## config.mk

```make
export PLATFORM = sky130hd
export DESIGN_NAME = led_bank_ctrl
export DESIGN_NICKNAME = d
export VERILOG_FILES = /design/src/rtl/led_pkg.sv /design/src/rtl/led_channel.sv /design/src/rtl/led_bank_ctrl.sv
export SDC_FILE = /design/constraint.sdc
export NUM_CORES = 1
export LEC_CHECK = 0
export BUFFER_PORTS_ARGS = -buffer_cell sky130_fd_sc_hd__clkbuf_2
export CAP_MARGIN = 20
export CORE_UTILIZATION = 40
export CTS_BUF_LIST = sky130_fd_sc_hd__clkbuf_2 sky130_fd_sc_hd__clkbuf_4 sky130_fd_sc_hd__clkbuf_8
export CTS_CLUSTER_DIAMETER = 50
export CTS_CLUSTER_SIZE = 25
export DETAILED_ROUTE_END_ITERATION = 6
export PLACE_DENSITY = 0.68
export SETUP_SLACK_MARGIN = 0.15
export SYNTH_ARGS = -nofsm -noshare
export SYNTH_HDL_FRONTEND = slang
export SYNTH_SLANG_ARGS = --single-unit
```

## constraint.sdc

```tcl
create_clock -name i_clk -period 3.33 [get_ports i_clk]
set_input_delay 0.1665 -clock i_clk [delete_from_list [all_inputs] [get_ports i_clk]]
set_output_delay 0.1665 -clock i_clk [all_outputs]
set_load 0.01 [all_outputs]
```

## src/rtl/led_pkg.sv

```systemverilog
// -----------------------------------------------------------------------------
// led_pkg
// Shared definitions for the LED bank controller: channel mode encodings,
// burst state encodings, the default phase length and a helper that sizes
// the channel-select field.
// -----------------------------------------------------------------------------
package led_pkg;

    // Channel modes as written through the configuration port.
    typedef enum logic [1:0] {
        LED_OFF   = 2'd0,
        LED_ON    = 2'd1,
        LED_FLASH = 2'd2,
        LED_BURST = 2'd3
    } led_mode_e;

    // Burst sequencer states.
    typedef enum logic [1:0] {
        B_ON  = 2'd0,
        B_OFF = 2'd1,
        B_GAP = 2'd2
    } burst_state_e;

    // Default number of prescaler ticks per blink phase.
    localparam int unsigned LED_PERIOD_DEFAULT = 32'd312500;

    // Width of a channel index; a single-channel bank still gets one bit.
    function automatic int sel_width(input int n);
        return (n > 1) ? $clog2(n) : 1;
    endfunction

endpackage

```

## src/rtl/led_channel.sv

```systemverilog
// -----------------------------------------------------------------------------
// led_channel
// One LED channel: holds its own mode/argument and produces a registered
// LED drive from the shared phase pulse.
//
// Ports:
//   i_clk    - system clock
//   i_rst_n  - asynchronous active-low reset
//   i_phase  - one-cycle shared phase pulse from the timebase
//   i_we     - configuration write addressed to this channel
//   i_mode   - mode to write (led_mode_e encoding)
//   i_arg    - blinks per burst (0 behaves as 1)
//   o_led    - registered LED drive, active-high
// -----------------------------------------------------------------------------
module led_channel
    import led_pkg::*;
#(
    parameter int BURST_W    = 4,
    parameter int GAP_PHASES = 4
) (
    input  logic               i_clk,
    input  logic               i_rst_n,
    input  logic               i_phase,
    input  logic               i_we,
    input  logic [1:0]         i_mode,
    input  logic [BURST_W-1:0] i_arg,
    output logic               o_led
);

    localparam int GAP_W = $clog2(GAP_PHASES + 1);

    led_mode_e          mode_q;
    logic [BURST_W-1:0] arg_q;
    burst_state_e       state_q;
    logic [BURST_W-1:0] blink_q;
    logic [GAP_W-1:0]   gap_q;
    logic               restart_q;
    logic               led_q;

    logic [BURST_W-1:0] blink_d;
    logic [GAP_W-1:0]   gap_d;
    logic [BURST_W-1:0] burst_len;
    logic               burst_done;
    logic               gap_done;

    // blink_q stays below burst_len, so the increment cannot wrap.
    assign blink_d    = blink_q + BURST_W'(1);
    assign gap_d      = gap_q + GAP_W'(1);
    assign burst_len  = (arg_q == '0) ? BURST_W'(1) : arg_q;
    assign burst_done = (blink_d >= burst_len);
    assign gap_done   = (gap_d == GAP_W'(GAP_PHASES));

    // A write only latches mode/arg; the restart (counters cleared, LED lit
    // for FLASH/BURST) happens on the following edge. A phase pulse coinciding
    // with either of those two edges is ignored by this channel, so a
    // restarted channel always shows a lit first phase that ends at the next
    // shared phase boundary.
    always_ff @(posedge i_clk or negedge i_rst_n) begin
        if (!i_rst_n) begin
            mode_q    <= LED_OFF;
            arg_q     <= '0;
            state_q   <= B_ON;
            blink_q   <= '0;
            gap_q     <= '0;
            restart_q <= 1'b0;
            led_q     <= 1'b0;
        end else if (i_we) begin
            mode_q    <= led_mode_e'(i_mode);
            arg_q     <= i_arg;
            restart_q <= 1'b1;
        end else if (restart_q) begin
            restart_q <= 1'b0;
            state_q   <= B_ON;
            blink_q   <= '0;
            gap_q     <= '0;
            led_q     <= (mode_q != LED_OFF);
        end else begin
            case (mode_q)
                LED_OFF:   led_q <= 1'b0;
                LED_ON:    led_q <= 1'b1;
                LED_FLASH: begin
                    if (i_phase) begin
                        led_q <= ~led_q;
                    end
                end
                LED_BURST: begin
                    if (i_phase) begin
                        case (state_q)
                            B_ON: begin
                                state_q <= B_OFF;
                                led_q   <= 1'b0;
                            end
                            B_OFF: begin
                                if (burst_done) begin
                                    state_q <= B_GAP;
                                    blink_q <= '0;
                                    led_q   <= 1'b0;
                                end else begin
                                    state_q <= B_ON;
                                    blink_q <= blink_d;
                                    led_q   <= 1'b1;
                                end
                            end
                            B_GAP: begin
                                if (gap_done) begin
                                    state_q <= B_ON;
                                    gap_q   <= '0;
                                    led_q   <= 1'b1;
                                end else begin
                                    gap_q <= gap_d;
                                    led_q <= 1'b0;
                                end
                            end
                            default: begin
                                state_q <= B_ON;
                                led_q   <= 1'b1;
                            end
                        endcase
                    end
                end
                default: led_q <= 1'b0;
            endcase
        end
    end

    assign o_led = led_q;

endmodule

```

## src/rtl/led_bank_ctrl.sv

```systemverilog
// -----------------------------------------------------------------------------
// led_bank_ctrl
// Multi-channel LED driver. A shared prescaler and phase counter produce a
// common phase pulse; each channel (led_channel) turns it into its own
// OFF / ON / FLASH / BURST pattern, so all channels stay phase-aligned.
//
// Ports:
//   i_clk       - system clock (only clock)
//   i_rst_n     - asynchronous active-low reset
//   i_divider   - prescaler terminal count; one tick every i_divider+1 clocks
//   i_cfg_we    - configuration write strobe, one write per asserted cycle
//   i_cfg_sel   - channel to write; values >= NUM_LEDS are ignored
//   i_cfg_mode  - 0 OFF, 1 ON, 2 FLASH, 3 BURST
//   i_cfg_arg   - blinks per burst (BURST only, 0 treated as 1)
//   o_led       - registered LED drives, active-high
//   o_phase     - registered one-cycle pulse per phase boundary
// -----------------------------------------------------------------------------
module led_bank_ctrl
    import led_pkg::*;
#(
    parameter int          NUM_LEDS   = 4,
    parameter int          DIV_W      = 8,
    parameter int unsigned PERIOD     = LED_PERIOD_DEFAULT,
    parameter int          BURST_W    = 4,
    parameter int          GAP_PHASES = 4,
    // Derived; not meant to be overridden.
    parameter int          SEL_W      = sel_width(NUM_LEDS)
) (
    input  logic                i_clk,
    input  logic                i_rst_n,
    input  logic [DIV_W-1:0]    i_divider,
    input  logic                i_cfg_we,
    input  logic [SEL_W-1:0]    i_cfg_sel,
    input  logic [1:0]          i_cfg_mode,
    input  logic [BURST_W-1:0]  i_cfg_arg,
    output logic [NUM_LEDS-1:0] o_led,
    output logic                o_phase
);

    localparam logic [31:0] PH_LAST = 32'(PERIOD - 1);

    logic [DIV_W-1:0] div_cnt_q, div_cnt_d;
    logic [31:0]      ph_cnt_q,  ph_cnt_d;
    logic             phase_q,   phase_d;
    logic             tick;

    // Prescaler and phase counter. If the divider is lowered below the
    // current count, the prescaler restarts from zero without ticking.
    always_comb begin
        tick      = 1'b0;
        div_cnt_d = div_cnt_q + DIV_W'(1);
        if (div_cnt_q > i_divider) begin
            div_cnt_d = '0;
        end else if (div_cnt_q == i_divider) begin
            tick      = 1'b1;
            div_cnt_d = '0;
        end

        ph_cnt_d = ph_cnt_q;
        phase_d  = 1'b0;
        if (tick) begin
            if (ph_cnt_q == PH_LAST) begin
                ph_cnt_d = '0;
                phase_d  = 1'b1;
            end else begin
                ph_cnt_d = ph_cnt_q + 32'd1;
            end
        end
    end

    always_ff @(posedge i_clk or negedge i_rst_n) begin
        if (!i_rst_n) begin
            div_cnt_q <= '0;
            ph_cnt_q  <= '0;
            phase_q   <= 1'b0;
        end else begin
            div_cnt_q <= div_cnt_d;
            ph_cnt_q  <= ph_cnt_d;
            phase_q   <= phase_d;
        end
    end

    assign o_phase = phase_q;

    // Channels consume the registered pulse, so an LED changes on the edge
    // that ends the cycle in which o_phase is high.
    logic [NUM_LEDS-1:0] ch_we;

    generate
        for (genvar gi = 0; gi < NUM_LEDS; gi++) begin : g_ch
            // Out-of-range selects match no channel and are dropped here.
            assign ch_we[gi] = i_cfg_we && (i_cfg_sel == SEL_W'(gi));

            led_channel #(
                .BURST_W    (BURST_W),
                .GAP_PHASES (GAP_PHASES)
            ) u_ch (
                .i_clk   (i_clk),
                .i_rst_n (i_rst_n),
                .i_phase (phase_q),
                .i_we    (ch_we[gi]),
                .i_mode  (i_cfg_mode),
                .i_arg   (i_cfg_arg),
                .o_led   (o_led[gi])
            );
        end
    endgenerate

endmodule

```

==> results.json <==
{
  "outcome": "finished with violations",
  "violations": "DRC",
  "clock-root-buffer": "clkbuf_8",
  "grt-ovfl-total": 0,
  "p_leak_nw": 2.98,
  "num_rows": 44,
  "timing.critical_path.mode_cell": "nand4_1",
  "synthXorXnorAreaFrac": 0.0566,
  "final-max-slew-violation-count": 0,
  "final_nets": 706,
  "core-area_um2": 14600,
  "h-tree-depth": 3,
  "cts_max_path_buffers": 2,
  "cts_setup_buffers": 0,
  "cts_tree": "yes",
  "die_w_um": 125,
  "synth_mux_area_frac": 0.0112,
  "ant_nets": 0,
  "grt_pass1_wl_um": 20500,
  "synthFlopType": "dfrtp_1",
  "wirelength_um": 11600,
  "cts.hold.buffers_added": 1,
  "cp-start-kind": "register",
  "multi_input_area_um2": 3060,
  "start_util": 0.412,
  "fin_worst_skew_ns": 0.0185,
  "grt_pass1_vias": 4481,
  "arrival_ns": 2.67,
  "via_per_inst": 5.46,
  "synth_area_um2": 6030,
  "area_growth_pct": 7.66,
  "dp_hpwl_um": 8400,
  "post_cts_resized": 0,
  "ys_seq_area_frac": 0.452,
  "synth_top_family_by_area": "simple AND/OR/NAND/NOR gates",
  "drcViolationCount": 10,
  "port_buffers": 23,
  "avgSynthCellArea_um2": 9.50,
  "cp_cell_sequence": "inv_1, ha_1, nand4_1, or2_1, nor4_4, nand4_1, xnor2_1",
  "finalSetupTns_ns": 0,
  "rr_worst_depth": 7,
  "synthCells": 635,
  "gp_congestion": 0.801,
  "endpoint_kind": "register",
  "clk_latency_ns": 0.39,
  "r2r-start": "div_cnt_q[0]$_DFF_PN0_",
  "min_period_over_period": 0.719,
  "synthAdderAreaFrac": 0.0788,
  "drtPass1Iterations": 6,
  "clkTransAtPathRegs_ns": 0.10,
  "slowest_stage": "nor4_4",
  "required_ns": 3.61,
  "drv_cap": 0,
  "power_density_nw_per_um2": 545,
  "synth-simple-area-share": 0.215,
  "hp-start": "i_cfg_arg[0]",
  "diodes": 0,
  "hold_violations": 0,
  "yosysUniqueCellTypes": 62,
  "hold_class": "in -> reg",
  "clock_sinks": 109,
  "slew-limit-headroom": 0.450,
  "grt_max_degree": 66,
  "final_common_cell": "dfrtp_1",
  "grt_antenna_before_repair": 0,
  "path_class": "reg -> reg",
  "cts_made_buffers": 9,
  "fin_crit_ns": 2.40,
  "worst_slew_pin_slew_ns": 0.826,
  "crit_path_max_incr_delay_ns": 0.58,
  "vias": 4571,
  "regArea_um2": 2730,
  "ir_drop_mv": 0.331,
  "critPathTopFamily": "simple AND/OR/NAND/NOR gates",
  "synth_seq_cells": 109,
  "die-area_um2": 15600,
  "synth_compound_area_frac": 0.146,
  "syn_nets": 692,
  "drive_gt1_frac": 0.0888,
  "min_to": "g_ch[1].u_ch.arg_q[0]$_DFFE_PN0P_",
  "synth-edff-count": 0,
  "fin_total_pwr_mw": 3.54,
  "post_drt_wl_per_cell_um": 13.9,
  "hold_depth": 3,
  "drtIter0Drc": 256,
  "nFillCells": 1370,
  "async_flop_share": 1.00,
  "mostFrequentLayoutCells": "109 x dfrtp_1, 78 x nand2_1, 51 x o21ai_0, 39 x nor2_1, 38 x ha_1",
  "fmax_mhz": 417,
  "reg2reg_slack_ns": 0.93,
  "netlist.area_leader.share": 0.452,
  "crit_path_max_fanout": 17,
  "synth_top_area_cell": "dfrtp_1",
  "rsz0062_at_grt": "no",
  "ys_warn_count": 0,
  "ys_top_cells_by_area": "dfrtp_1 45%, ha_1 7.9%, nand2_1 4.9%",
  "worst-path-buf-inv": 1,
  "ios": 24,
  "setup_viol": 0,
  "regToRegEndpoint": "ph_cnt_q[28]$_DFFE_PN0P_",
  "die_h_um": 125,
  "grt.total_usage": 0.159
}
## synth_stat cells (5+ instances only)
cell,number
nor3b_1,5
nor4_1,5
dfrtp_1,109
nand2_1,78
inv_1,35
a21o_1,10
nand4_1,15
a21oi_1,21
mux2_2,6
a32oi_1,6
clkbuf_1,15
a31o_2,5
nor3_1,18
nor2b_1,8
nand2b_1,18
nor2_1,39
o21ai_0,51
nand3_1,22
xnor2_1,27
nor4b_1,5
ha_1,38
xor2_1,12
and3_1,8
## routing by layer
layer	GRT usage	share of wire
met5	0	0
met4	0.0472	0.012
met3	0.0348	0.031
met2	0.277	0.48
met1	0.196	0.48
## flip-flops by register name, indices dropped and copies added, names as in the netlist
name                 cells
div_cnt_q                8
o_phase                  1
g_ch.u_ch.blink_q       16
g_ch.u_ch.state_q        8
g_ch.u_ch.gap_q         12
g_ch.u_ch.restart_q      4
g_ch.u_ch.mode_q         8
g_ch.u_ch.arg_q         16
g_ch.u_ch.o_led          4
ph_cnt_q                32
## worst min-delay path, stage by stage
cell      delay (ns)
clkbuf_2        0.12
nand2_1         0.06
nand2_1         0.04
## worst max-delay path by stage
stage / to / slack, ns / from / cells after the start
2_1_floorplan: ph_cnt_q[26]$_DFFE_PN0P_ / 1.33 / div_cnt_q[2]$_DFF_PN0_ / 7
3_3_place_gp: ph_cnt_q[28]$_DFFE_PN0P_ / 1.00 / div_cnt_q[2]$_DFF_PN0_ / 6
3_5_place_dp: ph_cnt_q[28]$_DFFE_PN0P_ / 0.94 / div_cnt_q[0]$_DFF_PN0_ / 7
4_1_cts: ph_cnt_q[21]$_DFFE_PN0P_ / 0.90 / div_cnt_q[0]$_DFF_PN0_ / 7
5_1_grt: ph_cnt_q[28]$_DFFE_PN0P_ / 0.68 / div_cnt_q[0]$_DFF_PN0_ / 7
6_report: ph_cnt_q[28]$_DFFE_PN0P_ / 0.93 / div_cnt_q[0]$_DFF_PN0_ / 7
## area by class of cell
class,instances,area share
clock buffers,11,0.0224
multi-input cells,468,0.471
well taps,184,0.0355
repair buffers,26,0.0220
clock inverters,4,0.00848
inverters,35,0.0202
flip-flops and latches,109,0.420
## through the flow
stage | instance area, µm² | utilization | hold slack (ns) | cells | setup slack (ns)
floorplan | 6030 | - | -0.129 | 635 | 1.33
global placement | 6280 | 0.429 | 0.311 | 821 | 1.00
detailed placement | 6280 | 0.429 | 0.323 | 821 | 0.940
CTS | 6490 | 0.443 | 0.0175 | 837 | 0.897
global route | 6490 | 0.443 | 0.0473 | 837 | 0.680
finish | 6490 | 0.443 | 0.0350 | 837 | 0.934
## power by group
part	leakage, nW	switching (mW)	internal [mW]	total [mW]
clock	0.105	0.450	0.380	0.829
combinational	1.48	0.522	0.437	0.959
sequential	1.40	0.219	1.53	1.75
total	2.98	1.19	2.35	3.54
## logic make-up after synthesis
kind of cell             count (synthesis)
multiplexers                             6
buffers and inverters                   58
adder cells (fa/ha/maj)                 38
flip-flops                             109
XOR/XNOR                                39
AO/OA/AOI/OAI                          137
AND/OR/NAND/NOR                        248
Note: power is estimated with default switching activity, not from simulation.
